## config.mk

```make
export PLATFORM = sky130hd
export DESIGN_NAME = split_2_gen
export DESIGN_NICKNAME = d
export VERILOG_FILES = /design/src/rtl/split_2_pkg.sv /design/src/rtl/split_2_check.sv /design/src/rtl/split_2_gen.sv
export SDC_FILE = /design/constraint.sdc
export NUM_CORES = 1
export LEC_CHECK = 0
export ABC_AREA = 1
export ABC_CLOCK_PERIOD_IN_PS = 4740
export CAP_MARGIN = 20
export CORE_AREA = 4 4 71 122
export DETAILED_ROUTE_END_ITERATION = 8
export DIE_AREA = 0 0 75 126
export HOLD_SLACK_MARGIN = 0.15
export PLACE_DENSITY = 0.71
export SYNTH_ARGS = -nofsm -noshare
export SYNTH_HDL_FRONTEND = slang
export SYNTH_SLANG_ARGS = --single-unit
```

## constraint.sdc

```tcl
create_clock -name clk -period 4.74 [get_ports clk]
set_input_delay 1.185 -clock clk [delete_from_list [all_inputs] [get_ports clk]]
set_output_delay 1.185 -clock clk [all_outputs]
set_load 0.01 [all_outputs]
```

## src/rtl/split_2_pkg.sv

```systemverilog
// Shared types and constants for the split_2 constraint-solution generator.
// The candidate word is {var_20, var_8}; the LFSR helper is used by RTL and bench alike.
package split_2_pkg;

  localparam int CAND_W = 12;
  localparam int V20_W  = 8;
  localparam int V8_W   = 4;
  localparam int CNT_W  = 13;

  localparam logic [V20_W-1:0]  EXCL_V20  = 8'h11;
  // Fibonacci taps for x^12+x^6+x^4+x+1: bits 11, 5, 3 and 0 of the state.
  localparam logic [CAND_W-1:0] LFSR_TAPS = 12'h829;
  localparam logic [CAND_W-1:0] CAND_LAST = 12'hFFF;

  typedef enum logic [1:0] {
    S_IDLE = 2'd0,
    S_SCAN = 2'd1,
    S_HOLD = 2'd2,
    S_DONE = 2'd3
  } state_t;

  function automatic logic [CAND_W-1:0] lfsr_next(input logic [CAND_W-1:0] s);
    return {s[CAND_W-2:0], ^(s & LFSR_TAPS)};
  endfunction

endpackage

```

## src/rtl/split_2_check.sv

```systemverilog
// Combinational constraint predicate: sat is high when (var_20, var_8) is a legal solution.
// The only rejected points are var_20 == EXCL_V20 and the single point (8'hFF, 4'h0).
module split_2_check
  import split_2_pkg::*;
(
  input  logic [V20_W-1:0] var_20,
  input  logic [V8_W-1:0]  var_8,
  output logic             sat
);

  logic [V20_W-1:0] mix;

  always_comb begin
    mix = {4'h0, var_8} | ~var_20;
    sat = (var_20 != EXCL_V20) && (mix != '0);
  end

endmodule

```

## src/rtl/split_2_gen.sv

```systemverilog
// Enumerates satisfying (var_20, var_8) assignments in ordered or LFSR order, one candidate
// per SCAN cycle, and hands each solution to the consumer through a valid/ready output.
module split_2_gen
  import split_2_pkg::*;
#(
  parameter logic [CAND_W-1:0] LFSR_SEED   = 12'hACE,
  parameter logic [CAND_W-1:0] MAX_DEFAULT = 12'd0
) (
  input  logic             clk,
  input  logic             rst,
  input  logic             start,
  input  logic             mode,
  input  logic [CAND_W-1:0] max_cnt,
  input  logic             abort,
  output logic             out_valid,
  input  logic             out_ready,
  output logic [V20_W-1:0] var_20,
  output logic [V8_W-1:0]  var_8,
  output logic [CNT_W-1:0] sol_cnt,
  output logic             busy,
  output logic             done,
  output state_t           fsm_state
);

  // Handshake: a solution transfers on a rising edge where out_valid and out_ready are both
  // high; while out_valid is high and out_ready low, var_20/var_8 hold their value.

  state_t            state;
  logic [CAND_W-1:0] cand;
  logic [CAND_W-1:0] lfsr;
  logic              mode_r;
  logic [CAND_W-1:0] lim_r;

  logic [CAND_W-1:0] cur;
  logic              last;
  logic              sat;
  logic              accept;
  logic              lim_hit;

  assign fsm_state = state;

  // Ordered mode walks cand; random mode walks the LFSR, which never reaches zero.
  assign cur     = mode_r ? lfsr : cand;
  assign last    = mode_r ? (lfsr_next(lfsr) == LFSR_SEED) : (cand == CAND_LAST);
  assign accept  = (state == S_HOLD) && out_ready;
  assign lim_hit = (lim_r != '0) && ((sol_cnt + 13'd1) == {1'b0, lim_r});

  split_2_check u_check (
    .var_20 (cur[CAND_W-1:V8_W]),
    .var_8  (cur[V8_W-1:0]),
    .sat    (sat)
  );

  always_ff @(posedge clk) begin
    if (rst) begin
      state     <= S_IDLE;
      out_valid <= 1'b0;
      var_20    <= '0;
      var_8     <= '0;
      sol_cnt   <= '0;
      busy      <= 1'b0;
      done      <= 1'b0;
      cand      <= '0;
      lfsr      <= LFSR_SEED;
      mode_r    <= 1'b0;
      lim_r     <= '0;
    end else if (abort) begin
      // Abort wins over everything, but a transfer on the same edge still counts.
      if (accept) sol_cnt <= sol_cnt + 13'd1;
      state     <= S_DONE;
      out_valid <= 1'b0;
      busy      <= 1'b0;
      done      <= 1'b1;
    end else begin
      case (state)
        S_IDLE, S_DONE: begin
          if (start) begin
            state   <= S_SCAN;
            cand    <= '0;
            lfsr    <= LFSR_SEED;
            sol_cnt <= '0;
            mode_r  <= mode;
            lim_r   <= (max_cnt != '0) ? max_cnt : MAX_DEFAULT;
            busy    <= 1'b1;
            done    <= 1'b0;
          end
        end
        S_SCAN: begin
          if (sat) begin
            var_20    <= cur[CAND_W-1:V8_W];
            var_8     <= cur[V8_W-1:0];
            out_valid <= 1'b1;
            state     <= S_HOLD;
          end else begin
            if (mode_r) lfsr <= lfsr_next(lfsr);
            else        cand <= cand + 12'd1;
            if (last) begin
              state <= S_DONE;
              busy  <= 1'b0;
              done  <= 1'b1;
            end
          end
        end
        S_HOLD: begin
          if (out_ready) begin
            sol_cnt   <= sol_cnt + 13'd1;
            out_valid <= 1'b0;
            if (mode_r) lfsr <= lfsr_next(lfsr);
            else        cand <= cand + 12'd1;
            if (lim_hit || last) begin
              state <= S_DONE;
              busy  <= 1'b0;
              done  <= 1'b1;
            end else begin
              state <= S_SCAN;
            end
          end
        end
        default: begin
          state     <= S_IDLE;
          out_valid <= 1'b0;
          busy      <= 1'b0;
          done      <= 1'b0;
        end
      endcase
    end
  end

  a_valid_only_in_hold: assert property (@(posedge clk) out_valid |-> (state == S_HOLD));

  a_hold_stable: assert property (@(posedge clk) disable iff (rst)
    (out_valid && !out_ready && !abort) |=> (out_valid && $stable({var_20, var_8})));

  a_busy_matches_state: assert property (@(posedge clk)
    busy == ((state == S_SCAN) || (state == S_HOLD)));

endmodule

```

==> metrics.cfg, run 1 <==
[logic_synthesis]
synth_warnings = 0
syn-num-nets = 578
netlist_area_um2 = 3710
syn_area_per_cell_um2 = 6.68
yosys.area.top_type = dfxtp_1
yosys-top-cells-area = dfxtp_1 36%, nand2_1 14%, a21oi_1 7.4%
syn_inst = 556
synth_cell_types = 38
synth_edf_count = 0
ys_seq_area_share_pct = 36.1
synth-main-ff-cell = dfxtp_1
ys_ff_latch = 67
synth_top_area_share_pct = 36.1
synthTopCellsByCount = 142 x nand2_1, 67 x dfxtp_1, 61 x inv_1, 61 x nor2_1, 55 x a21oi_1
yosysMostFrequentCell = nand2_1
synth-async-reset-ratio_pct = 0

[route]
via_count = 3774
wl_mm = 10.6
post_drt_wl_per_cell_um = 15.3
drt_iter0_drc = 285
ant_nets = 0
drc_errors = 0
firstDrtPassIters = 4
vias_per_cell = 5.48

[min_path]
min_path_type = reg2reg

[final_layout]
syn2layout_area_growth_pct = 21.6
nFillCells = 757
layout.nets = 619
drive_above_1_share_pct = 5.99
diodes = 0
area.sequential_um2 = 1340
multi_input_area_um2 = 2010

[timing]
fmax_mhz = 317
fin_crit_sh_pct = 66.6
finalSetupTns_ns = 0
slew_headroom_pct = 47.0
tightest_slew_ns = 0.794
hold_viol = 0
rsz0062_at_grt = false
period_needed_ns = 3.16
drv_slew = 0
finalSetupViolations = 0
skew_ns = 0.00467

[power]
internal_power_w = 0.00118
leakagePower_nw = 1.73
pwr-share-clk_pct = 42.3
p_total_w = 0.00165
pwr-share-comb_pct = 18.9
powerDensity_nw_per_um2 = 364
power_switching_share_pct = 28.4
power_frac_seq_pct = 38.9
p_switching_w = 0.000468
vdd_drop_max_mv = 0.263

[setup_path]
crit_path_start_kind = register
end_kind = register
crit_required_ns = 4.94
criticalPathCategory = reg2reg
worst-path-max-fanout = 14
worstPathArrival_ns = 3.36

[global_routing]
overflow = 0
grt_max_degree = 46
grt_usage_pct = 23.3
grt_pass1_vias = 3735
antenna_found_initial = 0
grt_pass1_wl_mm = 17.0

[placed_design]
port_buffers = 47
dp_hpwl_mm = 7.91
gp_congestion = 0.927

[cts]
cts_setup_buffers = 0
cts_hold_buf = 0
cts_tree = built
htree_levels = 3
cts_buffer_depth = 2
root_buffer = clkbuf_16
cts-resized-gates = 0
clk_latency_ns = 0.33
numCtsBuffers = 9
clock_sinks = 67
clk_pin_slew_worst_paths_ns = 0.05

[floorplanning]
fp.dieW_um = 75
ios = 48
fp.dieArea_um2 = 9450
start_util_pct = 48.7
core_region_area_um2 = 7620
die_y_um = 126
placementRows = 42

[job]
drv_cap = 0

[run_status]
status = completed

==> metal layers <==
layer  wire [um]  up-vias  track usage [%]  share of wire, %
met4         562        0             13.6               5.3
met2        5770      106             41.9                55
met1        3850     1724             23.8                36
met3         388       42             3.99               3.7
li1            -     1902                -                 -
met5           0        -                0                 0
==> metrics by stage <==
step                      hold WS, ns  worst slack (ns)  util [%]  std cells  area, um^2
after floorplan                 0.451              2.23         -        556        3710
after global placement          0.459              1.38      55.1        674        4200
after detailed placement        0.462              1.29      55.1        674        4200
after CTS                       0.470              1.60      59.2        689        4510
after global routing            0.490              1.22      59.2        689        4510
final                           0.468              1.58      59.2        689        4510
==> layout make-up <==
type | count | area share [%]
multi-input cells | 404 | 44.6
flip-flops and latches | 67 | 29.7
repair buffers | 49 | 10.8
clock buffers | 14 | 6.29
inverters | 66 | 5.52
well taps | 88 | 2.44
clock inverters | 1 | 0.665
==> sequential cells by signal (all words and copies together), names as in the netlist, 2 cells and up <==
signal / flops
var_20: 8
lfsr: 12
lim_r: 12
sol_cnt: 13
var_8: 4
fsm_state: 2
cand: 12
==> cell usage in the layout (no fill, tap or decap), types with 4 or more instances in the layout <==
cell and n:
ha_1 4, clkbuf_16 9, inv_1 61, clkbuf_8 4
a21oi_1 55, nand3_1 39, xor2_1 9, a211oi_1 7
nand4_1 8, clkdlybuf4s50_1 47, o21ai_1 9, a211oi_2 4
dfxtp_1 67, nor3_1 13, nor2_1 61, nand2_1 142
o21ai_0 24
==> kinds of logic (layout without fill, tap and decap cells) <==
group / after synthesis / count (layout) / share of synthesized area [%]
compound gates: 111 / 111 / 17.2
flops: 67 / 67 / 36.1
buf+inv: 85 / 130 / 9.64
xor+xnor: 13 / 13 / 3.44
fa+ha+maj: 4 / 4 / 1.35
simple gates: 276 / 276 / 32.2
==> worst paths after layout <==
path | startpoint | endpoint | slack, ns | cells past startpoint
hold / removal | var_8[3] | var_8[3] | 0.47 | 2
setup / recovery | fsm_state[0] | sol_cnt[5] | 1.58 | 14
setup reg to reg | fsm_state[0] | sol_cnt[5] | 1.58 | 14
hold reg to reg | var_8[3] | var_8[3] | 0.47 | 2
==> critical path: stages, from the launching register on <==
cell	delay (ns)
dfxtp_1	0.37
inv_1	0.07
ha_1	0.62
inv_1	0.39
o21ai_0	0.26
inv_1	0.10
nor2_1	0.17
a221oi_1	0.07
inv_1	0.35
a21oi_1	0.08
buf_4	0.20
inv_1	0.11
nor2_1	0.05
a21oi_1	0.12
nor2_1	0.06
==> power by group through the flow <==
stage          Clock (W)  Combinational [W]  Sequential [W]
4_1_cts         0.000708           0.000310        0.000638
3_3_place_gp           0           0.000304        0.000649
5_1_grt         0.000728           0.000348        0.000644
3_5_place_dp           0           0.000307        0.000650
2_1_floorplan          0           0.000220        0.000644
6_report        0.000696           0.000310        0.000639
Power figures use the tool's default switching activity.
==> run 2, diff against run 1 <==
--- a/config.mk
+++ b/config.mk
@@ -6,7 +6,7 @@
 export NUM_CORES = 1
 export LEC_CHECK = 0
 export ABC_AREA = 1
-export ABC_CLOCK_PERIOD_IN_PS = 4740
+export ABC_CLOCK_PERIOD_IN_PS = 3200
 export CAP_MARGIN = 20
 export CORE_AREA = 4 4 71 122
 export DETAILED_ROUTE_END_ITERATION = 8
==> constraint.sdc (replaced) <==
create_clock -name clk -period 3.2 [get_ports clk]
set_input_delay 0.8 -clock clk [delete_from_list [all_inputs] [get_ports clk]]
set_output_delay 0.8 -clock clk [all_outputs]
set_load 0.01 [all_outputs]
==> metrics.cfg, run 2 (same netlist as run 1, synthesis figures left out) <==
[final_layout]
regMostFlops = sol_cnt  ; unchanged
stdcell_area_um2 = 4540  ; was 4510 um^2
layout.nets = 627  ; was 619
drive_above_1_share_pct = 7.22  ; was 5.99%
layout_common_cells = 142 x nand2_1, 67 x dfxtp_1, 61 x inv_1, 61 x nor2_1, 55 x a21oi_1  ; unchanged
diodes = 0  ; unchanged
syn2layout_area_growth_pct = 22.3  ; was 21.6%
layout_commonest_cell = nand2_1  ; unchanged
largest_register_ffs = 13  ; unchanged
fin_cells = 697  ; was 689
final_util_pct = 59.6  ; was 59.2%

[timing]
tightest_slew_ns = 0.540  ; was 0.794 ns
period_needed_ns = 2.36  ; was 3.16 ns
hold_viol = 0  ; unchanged
drv_slew = 0  ; unchanged
finalSetupViolations = 0  ; unchanged
slew_headroom_pct = 64.0  ; was 47.0%
fmax_mhz = 424  ; was 317 MHz
skew_ns = 0.00647  ; was 0.00467 ns
finalSetupTns_ns = 0  ; unchanged
rsz0062_at_grt = false  ; unchanged
fin_crit_sh_pct = 73.8  ; was 66.6%

[route]
drc_errors = 0  ; unchanged
vias_per_cell = 5.46  ; was 5.48
drt_iter0_drc = 225  ; was 285
post_drt_wl_per_cell_um = 15.1  ; was 15.3 um
wl_mm = 10.5  ; was 10.6 mm
ant_nets = 0  ; unchanged
firstDrtPassIters = 5  ; was 4
via_count = 3807  ; was 3774

[job]
drv_cap = 0  ; unchanged

[placed_design]
placed_cell_area_um2 = 4260  ; was 4200 um^2
port_buffers = 47  ; unchanged
dp_hpwl_mm = 7.96  ; was 7.91 mm
gp_congestion = 0.918  ; was 0.927
place_inst = 682  ; was 674

[cts]
numCtsBuffers = 9  ; unchanged
clk_pin_slew_worst_paths_ns = 0.05  ; about the same
cts_buffer_depth = 2  ; unchanged
cts_hold_buf = 0  ; unchanged
htree_levels = 3  ; unchanged
cts_tree = built  ; unchanged
cts-resized-gates = 0  ; unchanged
clk_latency_ns = 0.33  ; about the same
clock_sinks = 67  ; unchanged
cts_setup_buffers = 0  ; unchanged
root_buffer = clkbuf_16  ; unchanged

[power]
power_frac_seq_pct = 39.9  ; was 38.9%
p_switching_w = 0.000699  ; was 0.000468 W
pwr-share-clk_pct = 39.5  ; was 42.3%
pwr-share-comb_pct = 20.7  ; was 18.9%
p_total_w = 0.00236  ; was 0.00165 W
leakagePower_nw = 1.75  ; was 1.73 nW
vdd_drop_max_mv = 0.315  ; was 0.263 mV
powerDensity_nw_per_um2 = 519  ; was 364 nW/um^2
internal_power_w = 0.00166  ; was 0.00118 W
power_switching_share_pct = 29.7  ; was 28.4%

[global_routing]
grtUsageMet3_pct = 4.78  ; was 3.99%
grt_pass1_wl_mm = 17.2  ; was 17.0 mm
grt_max_degree = 46  ; unchanged
grt.busiest_layer = met2  ; unchanged
use_met2_pct = 41.8  ; was 41.9%
grt_pass1_vias = 3730  ; was 3735
overflow = 0  ; unchanged
antenna_found_initial = 0  ; unchanged
grt_usage_pct = 23.5  ; was 23.3%
grt_use_met1_pct = 24.4  ; was 23.8%

[setup_path]
crit_end = lfsr[4]  ; was sol_cnt[5]
crit_path_top_delay_cell = dfxtp_1  ; was ha_1
crit_required_ns = 3.46  ; was 4.94 ns
worst-r2r-cell-count = 12  ; was 14
max_stage_delay_ns = 0.31  ; was 0.62 ns
r2r_slack_ns = 0.84  ; was 1.58 ns
startpoint = mode_r  ; was fsm_state[0]
reg2reg_to = lfsr[4]  ; was sol_cnt[5]
end_kind = register  ; unchanged
criticalPathCategory = reg2reg  ; unchanged
path_cells = buf_4 -> inv_1 -> o21ai_1 -> nand4_1 -> nand3b_2 -> nand3_4 -> nand2_4 -> clkinv_2 -> nand2_2 -> inv_2 -> nand3_1 -> a21oi_1  ; was inv_1 -> ha_1 -> inv_1 -> o21ai_0 -> inv_1 -> nor2_1 -> a221oi_1 -> inv_1 -> a21oi_1 -> buf_4 -> inv_1 -> nor2_1 -> a21oi_1 -> nor2_1
timing.rr.start = mode_r  ; was fsm_state[0]
worst-path-max-fanout = 22  ; was 14
crit_path_start_kind = register  ; unchanged
worstPathArrival_ns = 2.62  ; was 3.36 ns

[min_path]
worstHoldStart = out_valid  ; was var_8[3]
min_path_type = reg2reg  ; unchanged

[floorplanning]
ios = 48  ; unchanged
start_util_pct = 48.7  ; unchanged
fp.dieArea_um2 = 9450  ; unchanged
fp.dieW_um = 75  ; unchanged
core_region_area_um2 = 7620  ; unchanged
placementRows = 42  ; unchanged
die_y_um = 126  ; unchanged

[run_status]
status = completed  ; unchanged

[run 2: layer usage]
metal  vias to the layer above  share of wire, %
met5                         -                 0
met2                       116                54
li1                       1917                 -
met4                         0               4.2
met1                      1740                37
met3                        34               4.7
[run 2: power groups by stage]
stage	clock network (W)	logic, W	registers [W]
floorplan	0	0.000326	0.000954
global placement	0	0.000477	0.000955
detailed placement	0	0.000484	0.000956
CTS	0.000945	0.000487	0.000938
global route	0.000979	0.000541	0.000948
finish	0.000929	0.000487	0.000939
[run 2: critical path: cells and delay by family (launching register included)]
kind            cells  cell delay (ns)
simple gates        6             0.89
compound gates      2             0.39
flops               1             0.31
buf+inv             4             0.71
[run 2: final cells by class]
| cell class | instances | area [um^2] |
|---|---|---|
| clock buffers | 13 | 270 |
| clock inverters | 2 | 10.0 |
| fillers | 717 | 3080 |
| inverters | 66 | 249 |
| multi-input cells | 404 | 2010 |
| flip-flops and latches | 67 | 1340 |
| well taps | 88 | 110 |
| repair buffers | 57 | 546 |
[run 2: worst min path at each step]
stage,endpoint,depth (start not counted)
4_1_cts,out_valid,2
6_report,out_valid,2
5_1_grt,var_20[0],2
3_5_place_dp,out_valid,2
3_3_place_gp,var_8[1],2
2_1_floorplan,lim_r[11],2
[run 2: metrics by stage]
| stage | setup slack, ns | hold WS, ns |
|---|---|---|
| 2_1_floorplan | 1.07 | 0.451 |
| 3_3_place_gp | 0.602 | 0.461 |
| 3_5_place_dp | 0.552 | 0.465 |
| 4_1_cts | 0.835 | 0.473 |
| 5_1_grt | 0.573 | 0.491 |
| 6_report | 0.840 | 0.468 |
==> run 3, diff against run 2 <==
--- a/config.mk
+++ b/config.mk
@@ -6,13 +6,13 @@
 export NUM_CORES = 1
 export LEC_CHECK = 0
 export ABC_AREA = 1
-export ABC_CLOCK_PERIOD_IN_PS = 3200
+export ABC_CLOCK_PERIOD_IN_PS = 2000
 export CAP_MARGIN = 20
 export CORE_AREA = 4 4 71 122
 export DETAILED_ROUTE_END_ITERATION = 8
 export DIE_AREA = 0 0 75 126
 export HOLD_SLACK_MARGIN = 0.15
-export PLACE_DENSITY = 0.71
+export PLACE_DENSITY = 0.74
 export SYNTH_ARGS = -nofsm -noshare
 export SYNTH_HDL_FRONTEND = slang
 export SYNTH_SLANG_ARGS = --single-unit
==> constraint.sdc (replaced) <==
create_clock -name clk -period 2 [get_ports clk]
set_input_delay 0.5 -clock clk [delete_from_list [all_inputs] [get_ports clk]]
set_output_delay 0.5 -clock clk [all_outputs]
set_load 0.01 [all_outputs]
==> metrics.cfg, run 3 (same netlist as run 1, synthesis figures left out) <==
[timing]
skew_ns = 0.00475  ; was 0.00647 ns
finalSetupTns_ns = -0.683  ; was 0 ns
rsz0062_at_grt = true  ; was false
slew_headroom_pct = 70.1  ; was 64.0%
tightest_slew_ns = 0.444  ; was 0.540 ns
fmax_mhz = 481  ; was 424 MHz
finalSetupViolations = 24  ; was 0
hold_viol = 0  ; unchanged
fin_ws_ns = -0.0791  ; was 0.840 ns
drv_slew = 0  ; unchanged
fin_crit_sh_pct = 104  ; was 73.8%
period_needed_ns = 2.08  ; was 2.36 ns

[cts]
cts_hold_buf = 0  ; unchanged
root_buffer = clkbuf_16  ; unchanged
numCtsBuffers = 9  ; unchanged
clk_pin_slew_worst_paths_ns = 0.06  ; was 0.05 ns
htree_levels = 3  ; unchanged
cts_tree = built  ; unchanged
clock_sinks = 67  ; unchanged
clk_latency_ns = 0.34  ; was 0.33 ns
cts_buffer_depth = 2  ; unchanged

[final_layout]
layout_common_cells = 134 x nand2_1, 69 x buf_4, 60 x dfxtp_1  ; was 142 x nand2_1, 67 x dfxtp_1, 61 x inv_1, 61 x nor2_1, 55 x a21oi_1
layout_commonest_cell = nand2_1  ; unchanged
fin_cells = 770  ; was 697
largest_register_ffs = 13  ; unchanged
drive_above_1_share_pct = 26.2  ; was 7.22%
regMostFlops = sol_cnt  ; unchanged
diodes = 0  ; unchanged
layout.nets = 699  ; was 627
stdcell_area_um2 = 5580  ; was 4540 um^2
syn2layout_area_growth_pct = 50.4  ; was 22.3%
nFillCells = 566  ; was 717

[floorplanning]
die_y_um = 126  ; unchanged
placementRows = 42  ; unchanged
ios = 48  ; unchanged
fp.dieW_um = 75  ; unchanged
fp.dieArea_um2 = 9450  ; unchanged
core_region_area_um2 = 7620  ; unchanged
start_util_pct = 48.7  ; unchanged

[route]
vias_per_cell = 5.80  ; was 5.46
post_drt_wl_per_cell_um = 17.5  ; was 15.1 um
firstDrtPassIters = 5  ; unchanged
wl_met1_mm = 4.55  ; was 3.86 mm
drc_errors = 0  ; unchanged
wl_mm = 13.5  ; was 10.5 mm
ant_nets = 0  ; unchanged
via_count = 4463  ; was 3807
route.met2.wl_mm = 7.49  ; was 5.69 mm
wl_met3_um = 817  ; was 495 um
top_layer = met4  ; unchanged
drt_iter0_drc = 330  ; was 225

[setup_path]
cp_num_cells = 12  ; unchanged
startpoint = mode_r  ; unchanged
timing.rr.start = mode_r  ; unchanged
crit_required_ns = 2.23  ; was 3.46 ns
path_cells = clkbuf_16 -> o21ai_4 -> nand2_2 -> nor3_2 -> nand4_1 -> nand3_4 -> nand2_4 -> inv_8 -> nand2_4 -> buf_12 -> a21oi_1 -> nand2_1  ; was buf_4 -> inv_1 -> o21ai_1 -> nand4_1 -> nand3b_2 -> nand3_4 -> nand2_4 -> clkinv_2 -> nand2_2 -> inv_2 -> nand3_1 -> a21oi_1
worstPathArrival_ns = 2.31  ; was 2.62 ns
end_kind = register  ; unchanged
crit_path_start_kind = register  ; unchanged
r2r_slack_ns = -0.08  ; was 0.84 ns
cp_num_buf_inv = 3  ; was 4
reg2reg_to = lfsr[7]  ; was lfsr[4]
crit_family = simple AND/OR/NAND/NOR gates  ; unchanged
crit_path_top_delay_cell = dfxtp_4  ; was dfxtp_1
criticalPathCategory = reg2reg  ; unchanged
path_common_cell = nand2_4
worst-path-max-fanout = 9  ; was 22
max_stage_delay_ns = 0.39  ; was 0.31 ns
worst-r2r-cell-count = 12  ; unchanged
crit_end = lfsr[7]  ; was lfsr[4]

[power]
leakagePower_nw = 2.25  ; was 1.75 nW
vdd_drop_max_mv = 0.504  ; was 0.315 mV
p_total_w = 0.00454  ; was 0.00236 W
powerDensity_nw_per_um2 = 813  ; was 519 nW/um^2

[global_routing]
antenna_found_initial = 0  ; unchanged
grt_pass1_vias = 4204  ; was 3730
grt_pass1_wl_mm = 19.1  ; was 17.2 mm
overflow = 0  ; unchanged
grt_max_degree = 42  ; was 46
grt_usage_pct = 26.2  ; was 23.5%

[run_status]
status = finished with violations  ; was completed
violations = negative setup slack

[min_path]
worstHoldStart = var_8[1]  ; was out_valid
min_path_type = reg2reg  ; unchanged

[placed_design]
placed_cell_area_um2 = 4770  ; was 4260 um^2
place_ws_ns = -0.204  ; was 0.552 ns
place_inst = 743  ; was 682
gp_congestion = 0.988  ; was 0.918
port_buffers = 47  ; unchanged
dp_hpwl_mm = 8.61  ; was 7.96 mm

[job]
drv_cap = 0  ; unchanged

[run 3: worst reg2reg max path, delay by kind of cell, from the launching register on]
| family | cells | cell delay, ns |
|---|---|---|
| AO/OA/AOI/OAI | 2 | 0.31 |
| buffers and inverters | 3 | 0.42 |
| flip-flops | 1 | 0.39 |
| AND/OR/NAND/NOR | 7 | 0.83 |
[run 3: area by class of cell]
class | count | area (um^2) | area share (%)
Timing Repair Buffer | 128 | 1190 | 21.2
Clock buffer | 10 | 239 | 4.28
Clock inverter | 6 | 113 | 2.02
Multi-Input combinational cell | 405 | 2310 | 41.3
Sequential cell | 67 | 1350 | 24.2
Inverter | 66 | 275 | 4.93
Tap cell | 88 | 110 | 1.97
[run 3: repair_timing]
| item | in CTS | in global routing |
|---|---|---|
| pin swaps | 3 | 18 |
| buffers inserted | 1 | 5 |
| resized for setup | 22 | 78 |
| endpoints found under the setup margin | 43 | 54 |
| cloned | 0 | 5 |
[run 3: metrics by stage]
step	hold slack [ns]	util, %
2_1_floorplan	0.451	-
3_3_place_gp	0.455	62.6
3_5_place_dp	0.457	62.6
4_1_cts	0.466	68.1
5_1_grt	0.493	73.3
6_report	0.469	73.3
[run 3: worst min path at each step]
stage                 to  slack (ns)  depth (start not counted)
2_1_floorplan  lim_r[11]        0.45                          2
3_3_place_gp    var_8[1]        0.46                          2
3_5_place_dp    var_8[1]        0.46                          2
4_1_cts         var_8[1]        0.47                          2
5_1_grt         var_8[1]        0.49                          2
6_report        var_8[1]        0.47                          2
[run 3: report_power, final]
group / switching [W] / leakage (nW) / internal [W]
logic: 0.000653 / 1.53 / 0.000493
clock network: 0.000629 / 0.173 / 0.00125
registers: 0.0000829 / 0.549 / 0.00143
[run 3: per-layer routing]
layer,track usage [%],vias up
li1,-,2072
met1,26.0,2106
met2,48.2,224
met3,5.98,61
met4,13.2,0
met5,0,-
